**src/rtl/load_store_unit_pkg.sv**
```systemverilog
// Shared types and constants for the load/store unit and its DataMem port.
package load_store_unit_pkg;

    localparam int N             = 32;   // data/address width
    localparam int MEM_CELL_SIZE = 8;    // bits per addressable cell (byte)
    localparam int DATA_MEM_SIZE = 256;  // DataMem size in bytes

    typedef enum logic [1:0] {
        MEM_B = 2'b00,
        MEM_H = 2'b01,
        MEM_W = 2'b10,
        MEM_X = 2'b11
    } mem_size_t;

    // Size/alignment legality of an access (range is checked separately).
    function automatic logic access_illegal(input mem_size_t size, input logic [1:0] offset);
        logic bad;
        bad = 1'b0;
        case (size)
            MEM_B:   bad = 1'b0;
            MEM_H:   bad = offset[0];
            MEM_W:   bad = (offset != 2'b00);
            default: bad = 1'b1;
        endcase
        return bad;
    endfunction

endpackage

```
**src/rtl/load_store_unit_lane_align.sv**
```systemverilog
// Combinational lane steering for a big-endian word memory: extracts and
// extends a loaded byte/half/word, and merges store data into a read word.
module lsu_lane_align
    import load_store_unit_pkg::*;
#(
    parameter int N = load_store_unit_pkg::N
) (
    input  mem_size_t      size_i,
    input  logic [1:0]     offset_i,
    input  logic           signed_i,
    input  logic [N-1:0]   load_word_i,
    input  logic [N-1:0]   base_word_i,
    input  logic [N-1:0]   wdata_i,
    output logic [N-1:0]   load_data_o,
    output logic [N-1:0]   merged_word_o
);

    localparam int B = MEM_CELL_SIZE;

    logic [4:0]   shamt;
    logic [N-1:0] mask;
    logic [N-1:0] field;

    // Lane k sits at bits [N-1-8k -: 8]; shifting right by (3-k) bytes
    // right-justifies it (a half at k in {0,2} shifts by (2-k) bytes).
    always_comb begin
        // NOTE: every output of a combinational block gets a default first so no latch is inferred.
        shamt         = '0;
        mask          = '1;
        load_data_o   = '0;
        merged_word_o = '0;
        case (size_i)
            MEM_B: begin
                shamt = {~offset_i, 3'b000};
                mask  = N'({B{1'b1}});
            end
            MEM_H: begin
                shamt = {~offset_i[1], 4'b0000};
                mask  = N'({2*B{1'b1}});
            end
            default: begin
                shamt = '0;
                mask  = '1;
            end
        endcase

        field = (load_word_i >> shamt) & mask;
        case (size_i)
            MEM_B:   load_data_o = {{(N-B){signed_i & field[B-1]}}, field[B-1:0]};
            MEM_H:   load_data_o = {{(N-2*B){signed_i & field[2*B-1]}}, field[2*B-1:0]};
            default: load_data_o = field;
        endcase

        merged_word_o = (base_word_i & ~(mask << shamt)) | ((wdata_i & mask) << shamt);
    end

endmodule

```
**src/rtl/load_store_unit.sv**
```systemverilog
// Load/store unit: turns CPU byte/half/word requests into whole-word DataMem
// accesses, doing read-modify-write for sub-word stores.
module load_store_unit
    import load_store_unit_pkg::*;
#(
    parameter int N         = load_store_unit_pkg::N,
    parameter int MEM_BYTES = DATA_MEM_SIZE
) (
    input  logic          clk,
    input  logic          rstn,
    input  logic          req_valid,
    output logic          req_ready,
    input  logic          req_write,
    input  logic [1:0]    req_size,
    input  logic          req_signed,
    input  logic [N-1:0]  req_addr,
    input  logic [N-1:0]  req_wdata,
    output logic          resp_valid,
    input  logic          resp_ready,
    output logic [N-1:0]  resp_rdata,
    output logic          resp_err,
    output logic          mem_readEn,
    output logic          mem_writeEn,
    output logic [N-1:0]  mem_address,
    output logic [N-1:0]  mem_datain,
    input  logic [N-1:0]  mem_dataout
);

    localparam logic [2:0] S_IDLE = 3'd0;
    localparam logic [2:0] S_RD   = 3'd1;
    localparam logic [2:0] S_WR   = 3'd2;
    localparam logic [2:0] S_ERR  = 3'd3;
    localparam logic [2:0] S_RESP = 3'd4;

    logic [2:0]   state_q,  state_d;
    logic         write_q,  write_d;
    mem_size_t    size_q,   size_d;
    logic         signed_q, signed_d;
    logic [N-1:0] addr_q,   addr_d;
    logic [N-1:0] wdata_q,  wdata_d;
    logic [N-1:0] word_q,   word_d;
    logic [N-1:0] rdata_q,  rdata_d;
    logic         err_q,    err_d;

    mem_size_t    req_size_c;
    logic [N:0]   req_last_byte;
    logic         req_bad;
    logic [N-1:0] load_data;
    logic [N-1:0] merged_word;

    assign req_size_c    = mem_size_t'(req_size);
    // Last byte of the enclosing word, (addr & ~3) + 3, computed without wrap.
    assign req_last_byte = {1'b0, req_addr[N-1:2], 2'b11};
    assign req_bad       = access_illegal(req_size_c, req_addr[1:0])
                         | (req_last_byte >= (N+1)'(MEM_BYTES));

    lsu_lane_align #(.N(N)) u_align (
        .size_i        (size_q),
        .offset_i      (addr_q[1:0]),
        .signed_i      (signed_q),
        .load_word_i   (mem_dataout),
        .base_word_i   (word_q),
        .wdata_i       (wdata_q),
        .load_data_o   (load_data),
        .merged_word_o (merged_word)
    );

    // Next-state logic: request capture in IDLE, then the access sequence.
    always_comb begin
        state_d  = state_q;
        write_d  = write_q;
        size_d   = size_q;
        signed_d = signed_q;
        addr_d   = addr_q;
        wdata_d  = wdata_q;
        word_d   = word_q;
        rdata_d  = rdata_q;
        err_d    = err_q;
        case (state_q)
            S_IDLE: begin
                if (req_valid) begin
                    write_d  = req_write;
                    size_d   = req_size_c;
                    signed_d = req_signed;
                    addr_d   = req_addr;
                    wdata_d  = req_wdata;
                    if (req_bad)
                        state_d = S_ERR;
                    else if (!req_write || req_size_c != MEM_W)
                        state_d = S_RD;
                    else
                        state_d = S_WR;
                end
            end
            S_RD: begin
                word_d = mem_dataout;
                if (write_q) begin
                    state_d = S_WR;
                end else begin
                    rdata_d = load_data;
                    err_d   = 1'b0;
                    state_d = S_RESP;
                end
            end
            S_WR: begin
                rdata_d = '0;
                err_d   = 1'b0;
                state_d = S_RESP;
            end
            S_ERR: begin
                rdata_d = '0;
                err_d   = 1'b1;
                state_d = S_RESP;
            end
            S_RESP: begin
                if (resp_ready)
                    state_d = S_IDLE;
            end
            default: state_d = S_IDLE;
        endcase
    end

    // State registers with synchronous active-low reset; reset abandons any op.
    always_ff @(posedge clk) begin
        // NOTE: sequential state uses non-blocking assignments so all registers update together.
        if (!rstn) begin
            state_q  <= S_IDLE;
            write_q  <= 1'b0;
            size_q   <= MEM_B;
            signed_q <= 1'b0;
            addr_q   <= '0;
            wdata_q  <= '0;
            word_q   <= '0;
            rdata_q  <= '0;
            err_q    <= 1'b0;
        end else begin
            state_q  <= state_d;
            write_q  <= write_d;
            size_q   <= size_d;
            signed_q <= signed_d;
            addr_q   <= addr_d;
            wdata_q  <= wdata_d;
            word_q   <= word_d;
            rdata_q  <= rdata_d;
            err_q    <= err_d;
        end
    end

    // Outputs decoded from state; memory bus is zero whenever no access is made.
    always_comb begin
        req_ready   = (state_q == S_IDLE);
        resp_valid  = (state_q == S_RESP);
        mem_readEn  = (state_q == S_RD);
        mem_writeEn = (state_q == S_WR);
        resp_rdata  = resp_valid ? rdata_q : '0;
        resp_err    = resp_valid & err_q;
        mem_address = (mem_readEn | mem_writeEn) ? {addr_q[N-1:2], 2'b00} : '0;
        mem_datain  = mem_writeEn ? merged_word : '0;
    end

endmodule

```
**config.mk**
```make
export PLATFORM = sky130hd
export DESIGN_NAME = load_store_unit
export DESIGN_NICKNAME = d
export VERILOG_FILES = /design/src/rtl/load_store_unit_pkg.sv /design/src/rtl/load_store_unit_lane_align.sv /design/src/rtl/load_store_unit.sv
export SDC_FILE = /design/constraint.sdc
export NUM_CORES = 1
export LEC_CHECK = 0
export CAP_MARGIN = 20
export CORE_MARGIN = 4
export CORE_UTILIZATION = 47
export DETAILED_ROUTE_END_ITERATION = 6
export GPL_TIMING_DRIVEN = 0
export PLACE_DENSITY = 0.81
export RECOVER_POWER = 100
export SYNTH_ARGS = -nofsm -noshare
export SYNTH_HDL_FRONTEND = slang
export SYNTH_SLANG_ARGS = --single-unit
export TNS_END_PERCENT = 30
```
**constraint.sdc**
```tcl
create_clock -name clk -period 2.1 [get_ports clk]
set_clock_uncertainty 0.2 [all_clocks]
set_input_delay 0.315 -clock clk [delete_from_list [all_inputs] [get_ports clk]]
set_output_delay 0.315 -clock clk [all_outputs]
set_load 0.02 [all_outputs]
```
==> results of run 1 <==
critical path, cell delays in order, from the launching register on:
cell	delay, ps
dfxtp_4	360
or2_4	290
buf_6	130
a21oi_4	310
a222oi_1	160
nor2_1	130
buf_4	160
registers in the layout, summed over array words and instances, names as in the netlist:
register / cells
write_q: 1
wdata_q: 32
signed_q: 1
state_q: 3
size_q: 2
word_q: 32
rdata_q: 32
err_q: 1
addr_q: 32
cell type report:
type,count,share of cell area [%]
inverter,5,0.261
buffer,67,5.05
tap,176,2.19
timing repair buffer,234,21.2
sequential,136,27.2
clock buffer,21,4.78
multi-input combinational,619,37.4
clock inverter,11,1.90
metal layers:
| metal | track usage [%] | wire length, um | vias up |
|---|---|---|---|
| met5 | 0 | 0 | - |
| met3 | 9.47 | 3180 | 111 |
| li1 | - | - | 3379 |
| met2 | 50.5 | 12000 | 496 |
| met1 | 37.8 | 9460 | 3419 |
| met4 | 15.1 | 1280 | 0 |
timing repair:
item,4_1_cts,5_1_grt
endpoints found under the setup margin,187,156
pin swaps,24,27
resized for setup,593,81
gates cloned,4,0
hold buffers,0,0
buffers inserted,21,7
cell usage after synthesis (9+ instances only):
| cell | n | area, sq um |
|---|---|---|
| dfxtp_1 | 136 | 2720 |
| o21ai_0 | 28 | 140 |
| nand2_1 | 208 | 781 |
| and3_1 | 34 | 213 |
| a21oi_1 | 130 | 651 |
| a22o_1 | 23 | 201 |
| buf_2 | 9 | 45.0 |
| mux2i_1 | 29 | 290 |
| nand2b_1 | 19 | 119 |
| and2_1 | 10 | 62.6 |
| nor2_1 | 24 | 90.1 |
| clkbuf_1 | 55 | 206 |
| nor2b_1 | 31 | 194 |
worst min-delay path by stage:
stage,from,to,slack [ps],depth (start not counted)
after floorplan,addr_q[10]$_SDFFE_PN0P_,addr_q[10]$_SDFFE_PN0P_,230,2
after global placement,addr_q[6]$_SDFFE_PN0P_,addr_q[6]$_SDFFE_PN0P_,240,2
after detailed placement,addr_q[16]$_SDFFE_PN0P_,addr_q[16]$_SDFFE_PN0P_,240,2
after CTS,req_addr[4],addr_q[4]$_SDFFE_PN0P_,230,3
after global routing,req_wdata[0],wdata_q[0]$_SDFFE_PN0P_,230,3
final,req_addr[4],addr_q[4]$_SDFFE_PN0P_,230,3
power groups by stage:
stage / Combinational (mW) / Clock [mW] / Sequential (mW)
finish: 2.08 / 3.38 / 2.91
global placement: 1.56 / 0 / 2.93
CTS: 1.90 / 3.37 / 2.89
detailed placement: 1.58 / 0 / 2.93
global route: 2.20 / 3.51 / 2.92
floorplan: 0.965 / 0 / 2.88
cells by family after synthesis:
| kind of cell | count (synthesis) | synth area share [%] |
|---|---|---|
| simple gates | 363 | 26.4 |
| mux | 30 | 4.66 |
| other cells | 1 | 0.0580 |
| compound gates | 224 | 21.9 |
| flops | 136 | 42.1 |
| buf+inv | 77 | 4.93 |
metrics by stage:
stage	hold slack [ps]	instances	total power, mW
6_report	234	1269	8.36
5_1_grt	234	1269	8.62
4_1_cts	230	1263	8.16
3_5_place_dp	242	1210	4.51
3_3_place_gp	237	1210	4.48
2_1_floorplan	232	832	3.84
==> results.sh, run 1 <==
export IMPL_status="finished with violations"
export IMPL_violations="setup timing"
export IMPL_num_antenna_cells=0
export IMPL_grt_total_usage_pct=31.1
export IMPL_final_common_cell="nand2_1"
export IMPL_cts_tree="built"
export IMPL_synthCells=831
export IMPL_grt_pass1_vias=7131
export IMPL_worst_slew_pin_slew_ps=725
export IMPL_critical_path_required_ps=1580
export IMPL_power_frac_seq_pct=34.7
export IMPL_drc=0
export IMPL_crit_path_end="mem_datain[16]"
export IMPL_routed_via_density=5.84
export IMPL_area_growth_pct=55.4
export IMPL_synth_area_sq_mm=0.00647
export IMPL_r2r_start="size_q[1]$_SDFFE_PN0P_"
export IMPL_timing_final_ws_setup_ps=-394
export IMPL_worstPathMaxFanout=8
export IMPL_ys_seq_area_share_pct=42.1
export IMPL_cts_buffer_depth=2
export IMPL_min_period_over_period_pct=119
export IMPL_coreArea_sq_mm=0.0133
export IMPL_ant_nets=0
export IMPL_antenna_found_initial=0
export IMPL_dieArea_sq_mm=0.0157
export IMPL_finalSetupViolCount=112
export IMPL_die_w_um=125
export IMPL_crit_type="flop to primary output"
export IMPL_design_area_sq_mm=0.0101
export IMPL_avgRoutedWirePerCell_um=20.4
export IMPL_endpoint_kind="primary output"
export IMPL_swShare_pct=29.1
export IMPL_multi_input_area_sq_mm=0.00376
export IMPL_regArea_sq_mm=0.00274
export IMPL_io_buffer_count=202
export IMPL_p_clk_share_pct=40.4
export IMPL_synth_cell_types=50
export IMPL_drt_initial_drc_count=887
export IMPL_routabilityCongestion=0.959
export IMPL_numClockSinks=136
export IMPL_cts_max_level=4
export IMPL_pwr_share_comb_pct=24.8
export IMPL_synth_area_per_cell_sq_um=7.78
export IMPL_maxSlewViolCount=0
export IMPL_synth_seq_cells=136
export IMPL_dp_final_hpwl_mm=17.7
export IMPL_startpoint="size_q[0]$_SDFFE_PN0P_"
export IMPL_cp_arrival_ps=1980
export IMPL_leakagePower_nw=4.11
export IMPL_dr_pass1_iters=6
export IMPL_peakVddDrop_uv=629
export IMPL_cap_violations=0
export IMPL_placementRows=42
export IMPL_grt_start_max_net_pins=17
export IMPL_fin_setup_tns_ps=-22040
export IMPL_async_flop_share_pct=0
export IMPL_drive_gt1_share_pct=25.5
export IMPL_num_vias=7405
export IMPL_synthFlopType="dfxtp_1"
export IMPL_start_util_pct=48.5
export IMPL_cts_root_buf="clkbuf_16"
export IMPL_max_freq_mhz=401
export IMPL_grt_pass1_wl_mm=38.6
export IMPL_critPathLaunchType="flop"
export IMPL_power_switching_mw=2.44
export IMPL_dpl_cell_area_sq_mm=0.00874
export IMPL_grt_ovfl_total=0
export IMPL_hold_viol=0
export IMPL_period_minus_slack_ps=2490
export IMPL_place_ws_ps=-1140
export IMPL_clkLatencyLatePin_ps=420
export IMPL_p_int_mw=5.93
export IMPL_max_slew_margin_rel_pct=51.7
export IMPL_nFillCells=993
export IMPL_num_io_pins=205
export IMPL_rrSetupSlack_ps=-200
export IMPL_pwr_density_cell_mw_per_mm2=832
export IMPL_fp_dieH_um=125
export IMPL_synth_edf_count=0
export IMPL_nets=1184
export IMPL_clk_pin_slew_ps=60
export IMPL_layout_common_cells="nand2_1 (207), dfxtp_1 (131), a21oi_1 (115)"
export IMPL_cts_buffers=17
export IMPL_r2r_cells=7
export IMPL_final_util_pct=75.3
export IMPL_wl_mm=25.9
export IMPL_worst_r2r_endpoint="rdata_q[13]$_SDFFE_PN0P_"
export IMPL_ys_warn_count=0
export IMPL_rsz0062_at_grt="true"
export IMPL_hp_class="input pin to flop"
Note: power is estimated with default switching activity, not from simulation.
==> inputs of run 2 (changes only) <==
Settings changed: SKIP_LAST_GASP set to 1, SLEW_MARGIN set to 20.
==> results.sh, run 2 (synthesized netlist as in run 1, its figures left out) <==
export IMPL_critPathLaunchType="flop"
export IMPL_cts_root_buf="clkbuf_16"
export IMPL_numClockSinks=136
export IMPL_critical_path_required_ps=1580
export IMPL_final_cells=1275
export IMPL_start_util_pct=48.5
export IMPL_routed_via_density=5.84
export IMPL_use_met1_pct=37.5
export IMPL_crit_top_cell="buf_4"
export IMPL_cpPeakStageDelay_ps=410
export IMPL_num_io_pins=205
export IMPL_rsz0062_at_grt="true"
export IMPL_avgRoutedWirePerCell_um=20.4
export IMPL_endpoint_kind="primary output"
export IMPL_grt_pass1_wl_mm=37.9
export IMPL_grt_ovfl_total=0
export IMPL_path_delay_family="buffers and inverters"
export IMPL_worst_slew_pin_slew_ps=872
export IMPL_routabilityCongestion=0.959
export IMPL_layout_common_cells="nand2_1 (207), dfxtp_1 (131), a21oi_1 (115)"
export IMPL_leakagePower_nw=4.24
export IMPL_area_growth_pct=57.9
export IMPL_hold_worst_slack_ps=241
export IMPL_max_freq_mhz=397
export IMPL_dp_final_hpwl_mm=17.7
export IMPL_final_common_cell="nand2_1"
export IMPL_grt_start_max_net_pins=17
export IMPL_die_w_um=125
export IMPL_grtUsageMet2_pct=49.8
export IMPL_placedCellCount=1210
export IMPL_drive_gt1_share_pct=23.7
export IMPL_num_antenna_cells=0
export IMPL_grt_total_usage_pct=30.4
export IMPL_peakVddDrop_uv=569
export IMPL_placementRows=42
export IMPL_timing_final_ws_setup_ps=-422
export IMPL_met3_usage_pct=8.53
export IMPL_fp_dieH_um=125
export IMPL_nets=1190
export IMPL_violations="DRC, setup timing"
export IMPL_crit_type="flop to primary output"
export IMPL_clkLatencyLatePin_ps=420
export IMPL_grt_pass1_vias=7060
export IMPL_busiest_layer="met2"
export IMPL_cts_max_level=4
export IMPL_hold_viol=0
export IMPL_maxSlewViolCount=0
export IMPL_dieArea_sq_mm=0.0157
export IMPL_cap_violations=0
export IMPL_cts_buffers=17
export IMPL_io_buffer_count=202
export IMPL_worst_path_max_delay_cell="dfxtp_4"
export IMPL_max_slew_margin_rel_pct=41.5
export IMPL_num_vias=7450
export IMPL_hp_class="input pin to flop"
export IMPL_antenna_found_initial=0
export IMPL_pwr_density_cell_mw_per_mm2=824
export IMPL_wl_mm=26.0
export IMPL_status="finished with violations"
export IMPL_period_minus_slack_ps=2520
export IMPL_drc=12
export IMPL_worstPathMaxFanout=5
export IMPL_cp_cell_sequence="nand2b_4 -> or2_4 -> clkinv_4 -> buf_12 -> buf_4 -> o21ai_0 -> a21oi_1 -> buf_4"
export IMPL_path_buf_inv=4
export IMPL_ant_nets=0
export IMPL_drt_initial_drc_count=954
export IMPL_cts_tree="built"
export IMPL_clk_pin_slew_ps=60
export IMPL_dr_pass1_iters=7
export IMPL_cp_arrival_ps=2010
export IMPL_min_period_over_period_pct=120
export IMPL_coreArea_sq_mm=0.0133
export IMPL_cts_buffer_depth=2
export IMPL_finalSetupViolCount=138
[run 2: cell count changes in the layout (fill, tap and decap cells not counted), moves of 8 or more]
cell           before  now
buf_2              25   16
nor2b_4             6   17
clkbuf_8           15    7
dlygate4sd2_1       1   28
[run 2: cell type report]
cell class	instances	area [sq um]
tap	176	220
multi-input combinational	620	3830
clock buffer	21	480
fill	962	3140
buffer	65	444
clock inverter	11	191
inverter	5	26.3
timing repair buffer	241	2280
sequential	136	2740
[run 2: per-stage QoR]
step                      util [%]  setup WS [ps]  total power [mW]  cell area (sq um)  TNS (ps)
after CTS                     73.5           -352              8.12               9820    -27320
after global placement        65.4          -1120              4.48               8740    -95010
after detailed placement      65.4          -1140              4.51               8740   -101540
final                         76.5           -422              8.41              10200    -26100
after floorplan                  -          -71.3              3.84               6490     -2260
after global routing          76.5           -486              8.66              10200    -38350
[run 2: repair_timing]
action / 4_1_cts / 5_1_grt
endpoints found under the hold margin: 0 / 0
hold buffers: 0 / 0
gates resized for setup: 453 / 139
pin swaps: 23 / 32
gates cloned: 4 / 2
endpoints found under the setup margin: 187 / 188
setup buffers: 21 / 17
[run 2: where the power goes]
part / switching (mW) / internal (mW)
logic: 1.16 / 0.960
clock network: 1.14 / 2.24
registers: 0.156 / 2.76
[run 2: worst paths after layout]
| path | startpoint | end | slack, ps | cells after the start |
|---|---|---|---|---|
| worst max-delay path | state_q[1]$_SDFFE_PN0P_ | mem_datain[15] | -420 | 8 |
| worst min-delay path | req_addr[4] | addr_q[4]$_SDFFE_PN0P_ | 240 | 3 |
| worst max register to register | state_q[2]$_SDFFE_PN0P_ | rdata_q[18]$_SDFFE_PN0P_ | -160 | 8 |
| worst min register to register | addr_q[13]$_SDFFE_PN0P_ | addr_q[13]$_SDFFE_PN0P_ | 250 | 2 |
[run 2: worst min-delay path, delay by kind of cell]
family	cells	cell delay (ps)
simple gates	1	50
compound gates	1	50
buf+inv	1	390
[run 2: routing by layer]
metal,wire length (um),share of wire [%]
met5,0,0
met4,1310,5.0
met3,2890,11
met2,11900,46
met1,9840,38
